File: src/rtl/sdram_pkg.sv
// sdram_pkg: definitions shared by the SDRAM request queue and the SDRAM
// controller.
//   - Default address-field widths for a 32 MB x16 part.
//   - Default depth of the request FIFO.
//   - Width of the host/controller data bus.
//   - The issue-FSM state type.
//   - issue_enables(): decodes the controller strobes from an FSM state.
package sdram_pkg;

    localparam int SDRAM_ROW_WIDTH  = 13;
    localparam int SDRAM_COL_WIDTH  = 9;
    localparam int SDRAM_BANK_WIDTH = 2;
    localparam int SDRAM_DATA_WIDTH = 16;
    localparam int REQ_FIFO_DEPTH   = 4;

    typedef enum logic [1:0] {
        S_IDLE  = 2'd0,
        S_ISSUE = 2'd1,
        S_WAIT  = 2'd2
    } state_t;

    // Returns {rd_enable, wr_enable}.
    // A strobe is asserted only while the FSM is in S_ISSUE.
    function automatic logic [1:0] issue_enables(input state_t st, input logic is_write);
        logic [1:0] en;
        case (st)
            S_ISSUE: en = is_write ? 2'b01 : 2'b10;
            default: en = 2'b00;
        endcase
        return en;
    endfunction

endpackage

File: src/rtl/sdram_req_fifo.sv
// sdram_req_fifo: synchronous FIFO that holds the pending host requests.
//
// Pointers carry one extra wrap bit, which tells full apart from empty.
//
// Ports:
//   clk, rst_n      clock and synchronous active-low reset
//   push, push_data write an entry; ignored while the FIFO is full
//   pop             drop the head entry; ignored while the FIFO is empty
//   head            the current head entry (valid when empty=0)
//   full, empty     occupancy flags, decoded from the registered pointers
//   level           number of stored entries
module sdram_req_fifo #(
    parameter int WIDTH = 41,
    parameter int DEPTH = 4
) (
    input  logic                     clk,
    input  logic                     rst_n,
    input  logic                     push,
    input  logic [WIDTH-1:0]         push_data,
    input  logic                     pop,
    output logic [WIDTH-1:0]         head,
    output logic                     full,
    output logic                     empty,
    output logic [$clog2(DEPTH):0]   level
);

    localparam int AW = $clog2(DEPTH);

    logic [AW:0]      wr_ptr_r;
    logic [AW:0]      rd_ptr_r;
    logic [WIDTH-1:0] mem_r [DEPTH];
    logic             push_ok_s;
    logic             pop_ok_s;

    assign empty     = (wr_ptr_r == rd_ptr_r);
    assign full      = (wr_ptr_r[AW-1:0] == rd_ptr_r[AW-1:0]) &&
                       (wr_ptr_r[AW] != rd_ptr_r[AW]);
    assign level     = wr_ptr_r - rd_ptr_r;
    assign head      = mem_r[rd_ptr_r[AW-1:0]];
    assign push_ok_s = push && !full;
    assign pop_ok_s  = pop && !empty;

    // Pointer registers. Each pointer wraps naturally through its extra bit.
    always_ff @(posedge clk) begin
        if (!rst_n) begin
            wr_ptr_r <= '0;
            rd_ptr_r <= '0;
        end else begin
            if (push_ok_s) begin
                wr_ptr_r <= wr_ptr_r + {{AW{1'b0}}, 1'b1};
            end else begin
                wr_ptr_r <= wr_ptr_r;
            end
            if (pop_ok_s) begin
                rd_ptr_r <= rd_ptr_r + {{AW{1'b0}}, 1'b1};
            end else begin
                rd_ptr_r <= rd_ptr_r;
            end
        end
    end

    // Entry storage. It needs no reset because the pointers gate all reads.
    always_ff @(posedge clk) begin
        if (push_ok_s) begin
            mem_r[wr_ptr_r[AW-1:0]] <= push_data;
        end
    end

endmodule

File: src/rtl/sdram_req_queue.sv
// sdram_req_queue: buffers host read/write requests and hands them to the
// SDRAM controller one at a time. At most one operation is outstanding.
//
// Host side:
//   req_valid/req_ready  handshake that pushes a request
//   req_write, req_addr, req_wdata  the request fields
//   resp_valid, resp_data           read data, returned one cycle after rd_ready
// Controller side:
//   rd_addr, rd_enable              read command
//   wr_addr, wr_data, wr_enable     write command
//   rd_data, rd_ready               read data return
//   busy                            controller accepted or is running an operation
// Status:
//   level  FIFO occupancy
//   idle   FIFO empty and nothing in flight
module sdram_req_queue
    import sdram_pkg::*;
#(
    parameter int ROW_WIDTH   = SDRAM_ROW_WIDTH,
    parameter int COL_WIDTH   = SDRAM_COL_WIDTH,
    parameter int BANK_WIDTH  = SDRAM_BANK_WIDTH,
    parameter int HADDR_WIDTH = BANK_WIDTH + ROW_WIDTH + COL_WIDTH,
    parameter int FIFO_DEPTH  = REQ_FIFO_DEPTH
) (
    input  logic                          clk,
    input  logic                          rst_n,
    input  logic                          req_valid,
    output logic                          req_ready,
    input  logic                          req_write,
    input  logic [HADDR_WIDTH-1:0]        req_addr,
    input  logic [15:0]                   req_wdata,
    output logic                          resp_valid,
    output logic [15:0]                   resp_data,
    output logic [HADDR_WIDTH-1:0]        rd_addr,
    output logic                          rd_enable,
    output logic [HADDR_WIDTH-1:0]        wr_addr,
    output logic [15:0]                   wr_data,
    output logic                          wr_enable,
    input  logic [15:0]                   rd_data,
    input  logic                          rd_ready,
    input  logic                          busy,
    output logic [$clog2(FIFO_DEPTH):0]   level
    ,
    output logic                          idle
);

    localparam int ENTRY_W = 1 + HADDR_WIDTH + SDRAM_DATA_WIDTH;

    logic [ENTRY_W-1:0]      head_s;
    logic                    head_write_s;
    logic [HADDR_WIDTH-1:0]  head_addr_s;
    logic [15:0]             head_data_s;
    logic                    full_s;
    logic                    empty_s;
    logic                    push_s;
    logic                    pop_s;
    logic                    capture_s;
    logic [1:0]              enables_next_s;

    state_t                  state_r;
    state_t                  state_next_s;
    logic                    issue_write_r;
    logic                    issue_write_next_s;
    logic                    rd_enable_r;
    logic                    wr_enable_r;
    logic                    resp_valid_r;
    logic [15:0]             resp_data_r;

    assign push_s = req_valid && !full_s;
    // The controller accepts the command when busy rises, so the head is popped then.
    assign pop_s  = (state_r == S_ISSUE) && busy;
    // rd_ready only matters while a read is outstanding.
    assign capture_s = (state_r == S_WAIT) && !issue_write_r && rd_ready;

    sdram_req_fifo #(
        .WIDTH (ENTRY_W),
        .DEPTH (FIFO_DEPTH)
    ) u_fifo (
        .clk       (clk),
        .rst_n     (rst_n),
        .push      (push_s),
        .push_data ({req_write, req_addr, req_wdata}),
        .pop       (pop_s),
        .head      (head_s),
        .full      (full_s),
        .empty     (empty_s),
        .level     (level)
    );

    assign head_write_s = head_s[ENTRY_W-1];
    assign head_addr_s  = head_s[ENTRY_W-2:SDRAM_DATA_WIDTH];
    assign head_data_s  = head_s[SDRAM_DATA_WIDTH-1:0];

    // The head cannot change during S_ISSUE because nothing is popped until busy rises.
    assign rd_addr    = head_addr_s;
    assign wr_addr    = head_addr_s;
    assign wr_data    = head_data_s;
    assign req_ready  = !full_s;
    assign rd_enable  = rd_enable_r;
    assign wr_enable  = wr_enable_r;
    assign resp_valid = resp_valid_r;
    assign resp_data  = resp_data_r;
    assign idle       = empty_s && (state_r == S_IDLE);

    // Next-state logic. The operation type is latched when the FSM leaves S_IDLE.
    always_comb begin
        state_next_s       = state_r;
        issue_write_next_s = issue_write_r;
        case (state_r)
            S_IDLE: begin
                if (!empty_s && !busy) begin
                    state_next_s       = S_ISSUE;
                    issue_write_next_s = head_write_s;
                end else begin
                    state_next_s = S_IDLE;
                end
            end
            S_ISSUE: begin
                // There is no timeout; a refresh may hold off acceptance indefinitely.
                if (busy) begin
                    state_next_s = S_WAIT;
                end else begin
                    state_next_s = S_ISSUE;
                end
            end
            S_WAIT: begin
                if (issue_write_r) begin
                    if (!busy) begin
                        state_next_s = S_IDLE;
                    end else begin
                        state_next_s = S_WAIT;
                    end
                end else begin
                    if (rd_ready) begin
                        state_next_s = S_IDLE;
                    end else begin
                        state_next_s = S_WAIT;
                    end
                end
            end
            default: begin
                state_next_s = S_IDLE;
            end
        endcase
        enables_next_s = issue_enables(state_next_s, issue_write_next_s);
    end

    // FSM state, latched operation type and registered command strobes.
    always_ff @(posedge clk) begin
        if (!rst_n) begin
            state_r       <= S_IDLE;
            issue_write_r <= 1'b0;
            rd_enable_r   <= 1'b0;
            wr_enable_r   <= 1'b0;
        end else begin
            state_r       <= state_next_s;
            issue_write_r <= issue_write_next_s;
            rd_enable_r   <= enables_next_s[1];
            wr_enable_r   <= enables_next_s[0];
        end
    end

    // Read response register. resp_data keeps the last returned word.
    always_ff @(posedge clk) begin
        if (!rst_n) begin
            resp_valid_r <= 1'b0;
            resp_data_r  <= 16'h0000;
        end else begin
            resp_valid_r <= capture_s;
            if (capture_s) begin
                resp_data_r <= rd_data;
            end else begin
                resp_data_r <= resp_data_r;
            end
        end
    end

endmodule

File: config.mk
export PLATFORM = sky130hd
export DESIGN_NAME = sdram_req_queue
export DESIGN_NICKNAME = d
export VERILOG_FILES = /design/src/rtl/sdram_pkg.sv /design/src/rtl/sdram_req_fifo.sv /design/src/rtl/sdram_req_queue.sv
export SDC_FILE = /design/constraint.sdc
export NUM_CORES = 1
export LEC_CHECK = 0
export CAP_MARGIN = 10
export CORE_MARGIN = 8
export CORE_UTILIZATION = 45
export DETAILED_ROUTE_END_ITERATION = 10
export PLACE_DENSITY = 0.72
export SETUP_SLACK_MARGIN = 0.15
export SLEW_MARGIN = 10
export SYNTH_ARGS = -nofsm -noshare
export SYNTH_HDL_FRONTEND = slang
export SYNTH_SLANG_ARGS = --single-unit
export TNS_END_PERCENT = 100
File: constraint.sdc
create_clock -name clk -period 2.4 [get_ports clk]
set_input_delay 0.6 -clock clk [delete_from_list [all_inputs] [get_ports clk]]
set_output_delay 0.6 -clock clk [all_outputs]
set_load 0.005 [all_outputs]
==> Yosys cells after proc, flatten, opt, wreduce, memory -nomap -nowiden <==
Memory sizes are Yosys's and may differ from the RTL's. A register that Yosys moved wholly into a read port is not among the register bits.
Cells that the tools add are included.
{ "word_totals": {"output_inout_bits": 88, "mem_bits_rw": 164, "regBits": 28, "memories": 1} }
{ "memory_table": {"columns": ["memory", "words", "word_bits", "rd", "rd_clocked_by_memory_dff", "wr", "line", "text"], "rows": [
  ["u_fifo.mem_r", 4, 41, 1, 1, 1, "sdram_req_fifo.sv:31", "logic [WIDTH-1:0] mem_r [DEPTH];"]
]} }
{ "classes": {"muxes": 13, "eq_ne": 6, "reduce_logical": 15, "n_addsub": 3} }
{ "ops": {"columns": ["op", "n"], "rows": [
  ["2-bit 2-to-1 mux", 7],
  ["1-bit logical AND", 9],
  ["3-bit by 1-bit adder with 3-bit output, second input constant", 2],
  ["2-bit case mux with 3 select lines", 1],
  ["1-bit 2-to-1 mux", 5],
  ["2-bit by 1-bit equality test with 1-bit output, second input constant", 2],
  ["1-bit zero test", 4],
  ["3-bit equality test", 1],
  ["3-bit subtractor", 1],
  ["2-bit equality test", 1],
  ["2-bit equality test, second input constant", 1],
  ["2-bit zero test", 1],
  ["2-bit AND reduction", 1],
  ["1-bit inequality test", 1]
]} }

==> Depth between registers and ports, before layout <==
{ "depth": {"ltp_word": 7, "depth_mapped": 6, "mapped_depth_nobuf": 5} }

==> Cells and area by module <==
A second synthesis with hierarchy kept.
{ "hier_totals": {"hier_cells": 403, "area_unflattened_um2": 7561.0} }
{ "by_module_without_submodules": {"columns": ["mod", "instances", "cells_each", "area_per_inst_um2"], "rows": [
  ["sdram_req_fifo", 1, 284, 6547.5],
  ["sdram_req_queue", 1, 119, 1013.5]
]} }

==> Worst setup path before layout <==
Ideal clock, no wire load.
{ "synth_path": {"kind": "reg2reg", "startpoint": "register u_fifo.wr_ptr_r[0]", "endpoint": "memory u_fifo.mem_r[0][0], enable pin", "arrival_time_ps": 2163, "setup_time_ps": 402, "synth_period_minus_slack_ps": 2565, "stages_incl_launch_ff": 6, "path_slack_ps": -165, "path_buffers": 0, "required_ps": 1998, "path_cell_list": "dfxtp_1 inv_1 ha_1 nand2_1 o21a_1 and2_1"} }
{ "synth_via": {"elab_chain_cells": 7} }
{ "synth_lines": {"columns": ["element", "line", "text"], "rows": [
  ["start: declaration", "sdram_req_fifo.sv:29", "logic [AW:0] wr_ptr_r;"],
  ["start signal: assignment", "sdram_req_fifo.sv:50", "wr_ptr_r <= wr_ptr_r + {{AW{1'b0}}, 1'b1};"],
  ["start signal: assignment", "sdram_req_fifo.sv:52", "wr_ptr_r <= wr_ptr_r;"],
  ["2-bit equality test", "sdram_req_fifo.sv:36", "assign full = (wr_ptr_r[AW-1:0] == rd_ptr_r[AW-1:0]) &&"],
  ["1-bit logical AND", "sdram_req_fifo.sv:36", null],
  ["1-bit zero test", "sdram_req_fifo.sv:40, sdram_req_queue.sv:69", null],
  ["1-bit logical AND", "sdram_req_queue.sv:69", "assign push_s = req_valid && !full_s;"],
  ["1-bit logical AND", "sdram_req_fifo.sv:40", "assign push_ok_s = push && !full;"],
  ["1-bit 2-to-1 mux", "sdram_req_fifo.sv:64", "if (push_ok_s) begin"],
  ["1-bit 2-to-1 mux (not written as such)", "sdram_req_fifo.sv:65", "mem_r[wr_ptr_r[AW-1:0]] <= push_data;"],
  ["end: declaration", "sdram_req_fifo.sv:31", null]
]} }
Several ways; a longest one is shown, not always the timed one.

==> run summary <==
The number of nets in the synthesized netlist is 465. The synthesized design devotes to its leading area cell type 66.5% of total area. After detailed routing, the number of remaining DRC violations is 0. For this run, asynchronously set or reset flops after synthesis account for 0%.

The shortest period the worst path allows is 2430 ps. Counting instances in the post-synthesis netlist gives the leading cell types as sky130_fd_sc_hd__edfxtp_1 (164), sky130_fd_sc_hd__nand2_1 (43), sky130_fd_sc_hd__mux4_2 (41). Across the routed clock network, the largest skew measured is 10.4 ps. The relative contribution of combinational cells to total power is 13.0%, and the number of flops mapped to enable cells by yosys is 164. In this run the clock root is driven by a sky130_fd_sc_hd__clkbuf_16.

The switching power of the nets was 0.00169 W. In the final routed layout, each cell accounts on average for 19.2 um. Entering global routing, the biggest net connects 31 pins. The maximum level of the CTS H-tree was 4; the actual transition at the worst max-transition pin was 385 ps.

Max-cap violations in this run came to 0. The checks that failed: negative setup slack. The total area inside the core boundary comes to 16300 sq um. The final-report hold violation count is 0. The worst hold path begins at resp_data[9]. The signal on the critical path passes through buf_4 -> buf_12 -> buf_12 -> mux4_2 -> buf_6. The post-synthesis sequential area ratio was 74.6%; the clock insertion delay at the later pin of the skew report was 420 ps. The most instantiated flip-flop cell in the synthesis netlist is sky130_fd_sc_hd__edfxtp_1. The repair_antennas step left the layout with diodes totalling 0. For this run, the top clock speed supported by timing is 412 MHz. Setup repair after global routing could not meet its margin everywhere. Adding up every negative setup slack in the final design gives -106 ps. The core occupancy in the finished layout is 60.7%, and the number of flip-flops and latches in the synthesized netlist is 194. Setup violations remaining at the end of the flow were counted as 6.

The delay of the slowest cell on the worst path was 540 ps. sky130_fd_sc_hd__edfxtp_1 is the most common cell in the netlist. The number of buffers created by CTS was 17. The cell area after synthesis was 7410 sq um; the die area was 20800 sq um.

The tools report the deepest clock path buffer count as 2. The fraction of power spent switching nets was 21.7%; the warning count from the yosys run was 0. The power density over cell area was 785 nW/um^2; the I/O pin total was 150. After technology mapping, the gate count stands at 395. Compared with the post-synthesis result, the final layout area differs by 33.8%.

The tools report the final-report max-slew violation count as 0. The fraction of power consumed by sequential logic came out at 50.9%. Post-CTS clock slew at the launch and capture registers of the worst setup and hold paths: 70 ps. Together, buffers and inverters on the worst path number 4. The logs give 3994 for the via count and 459 ps for the worst-case hold slack. For the number of global-route vias before repair, the log shows 4453.

The worst setup margin is -28.7 ps. Counting stages on the worst path, the most repeated cell is sky130_fd_sc_hd__buf_12. The wire-length estimate of the detail-placed layout is 10000 um. The logs give 4 for the length of the first detailed-routing pass in iterations and 1800 ps for the required time of the critical path. For the routability congestion estimate, the log shows 0.822.

The largest voltage drop on the vdd net is 0.480 mV. The synthesized area divided by synthesized cell count is 18.8 sq um, and the number of nets with antenna violations after routing is 0. Measured against its own limit, the worst slew margin works out to 74.3%. Along the worst path, the maximum fanout reaches 6. Once layout is done, the placed cells without fillers occupy 9920 sq um.

Largest delay contributor family on the critical path: multiplexers. The global-route usage over all layers came out at 15.1%. The worst setup path is launched from a flop.

For the number of nets in the final layout, the log shows 626. The most area-hungry cell type in the Yosys netlist was sky130_fd_sc_hd__edfxtp_1. For the leftover overflow at the end of global routing, the log shows 0. The worst hold-check path type is reg2reg. The share of final-layout standard cells stronger than drive strength 1 came out at 33.8%. The number of core rows was 47; the via density per instance was 5.07. The cell-internal power came out at 0.00609 W.

In this run the cell area measured after placement is 9240 sq um. For this block, the routed nets add up to 15100 um of wire. The count of different cell masters after synthesis was 38; the initial antenna violation count was 1. Data on the critical path arrives at its endpoint at 1830 ps. The slowest stage of the critical path belongs to the cell sky130_fd_sc_hd__mux4_2. Yosys attributes the largest share of cell area to sky130_fd_sc_hd__edfxtp_1 (66%), sky130_fd_sc_hd__mux4_2 (12%), sky130_fd_sc_hd__dfxtp_1 (8.1%). The post-route fraction of the period consumed by the critical path was 101%; the die span in x was 144 um. The endpoint type of the worst setup path was a primary output. During placement, the flow inserted port buffers numbering 149.

The clock network is responsible for 36.0% of the overall power. First-iteration detailed-routing DRC count: 195. Once the floorplan was initialized, standard cells occupied 45.3% of the core. TritonCTS built the clock tree.

In this run the critical register-to-register path is launched from u_fifo.rd_ptr_r[1]. The kind of critical path is reg2out. The tree built by TritonCTS fans out to 194 sinks.

In this run, post-CTS hold repair placed 0 buffers. The static leakage came out at 3.42 nW. The run finished, with violations left. The first global-routing pass estimated 23500 um of wire.

For the total power, the log shows 0.00778 W. Vertical extent of the die: 144 um.
==> power groups by stage <==
stage,Sequential (W),Combinational [W],Clock [W]
after detailed placement,0.00403,0.00106,0
after global placement,0.00401,0.00104,0
after global routing,0.00398,0.00110,0.00299
after CTS,0.00396,0.000990,0.00287
final,0.00396,0.00101,0.00280
after floorplan,0.00401,0.000455,0
==> metal layers <==
metal / up-vias / part of all wire [%] / track usage, %
li1: 1841 / - / -
met1: 2002 / 39 / 16.6
met2: 133 / 50 / 25.7
met3: 16 / 10 / 7.40
met4: 2 / 0.85 / 3.78
met5: - / 0.086 / 0
==> cells by family (layout without fill, tap and decap cells) <==
family | count (synthesis) | in the layout | synth area share (%)
flip-flops | 194 | 194 | 74.6
multiplexers | 47 | 47 | 13.3
XOR/XNOR | 3 | 3 | 0.355
adder cells (fa/ha/maj) | 8 | 8 | 1.45
buffers and inverters | 49 | 222 | 3.87
AND/OR/NAND/NOR | 66 | 66 | 4.20
AO/OA/AOI/OAI | 28 | 28 | 2.28
==> per-stage QoR <==
stage / setup slack (ps) / cells
5_1_grt: -105 / 788
6_report: -28.7 / 788
3_5_place_dp: 98.6 / 743
4_1_cts: -68.6 / 787
2_1_floorplan: 269 / 395
3_3_place_gp: 112 / 743
==> layout by cell type (no fill, tap or decap), types with 3 or more instances in the layout <==
cell type                           n
sky130_fd_sc_hd__clkinv_4           3
sky130_fd_sc_hd__buf_2             39
sky130_fd_sc_hd__bufinv_16          3
sky130_fd_sc_hd__dlygate4sd2_1      4
sky130_fd_sc_hd__buf_6             26
sky130_fd_sc_hd__clkdlybuf4s50_1   80
sky130_fd_sc_hd__nand2b_1           3
sky130_fd_sc_hd__buf_4             16
sky130_fd_sc_hd__dfxtp_2            6
sky130_fd_sc_hd__edfxtp_1         164
sky130_fd_sc_hd__inv_1              5
sky130_fd_sc_hd__mux4_2            41
sky130_fd_sc_hd__ha_1               5
sky130_fd_sc_hd__nand2_1           43
sky130_fd_sc_hd__buf_12            14
sky130_fd_sc_hd__mux2i_1            6
sky130_fd_sc_hd__dfxtp_1           22
sky130_fd_sc_hd__and2_2             4
sky130_fd_sc_hd__a21oi_1           18
sky130_fd_sc_hd__clkbuf_16         17
==> final timing paths <==
path | endpoint | slack, ps | depth (start not counted)
setup reg to reg | u_fifo.mem_r[0][32] | 530 | 6
setup / recovery | wr_addr[23] | -30 | 5
hold / removal | resp_data[9] | 460 | 2
hold reg to reg | resp_data[9] | 460 | 2
==> what timing repair did <==
item / CTS / global route
pin swaps: 3 / 3
hold endpoints to repair: 0 / 0
cloned: 2 / 0
buffers inserted: 11 / 1
endpoints found under the setup margin: 69 / 68
gates resized for setup: 286 / 19
==> registers in the layout (all words and copies together) (netlist names), named ones only <==
name,count
rd_enable,1
state_r,2
wr_enable,1
resp_valid,1
issue_write_r,1
resp_data,16
u_fifo.rd_ptr_r,3
u_fifo.mem_r,164
u_fifo.wr_ptr_r,3
==> layout make-up <==
class	instances	area, sq um
Fill cell	1215	6430
Sequential cell	194	5540
Timing Repair Buffer	184	1810
Multi-Input combinational cell	152	1670
Clock buffer	18	429
Tap cell	220	275
Clock inverter	13	159
Inverter	7	26.3
==> worst min-delay path, cell delays in order, from the launching register on <==
cell and delay (ps):
sky130_fd_sc_hd__dfxtp_1 310, sky130_fd_sc_hd__nand2_1 50, sky130_fd_sc_hd__a21oi_1 50
(Power assumes the default switching activity.)
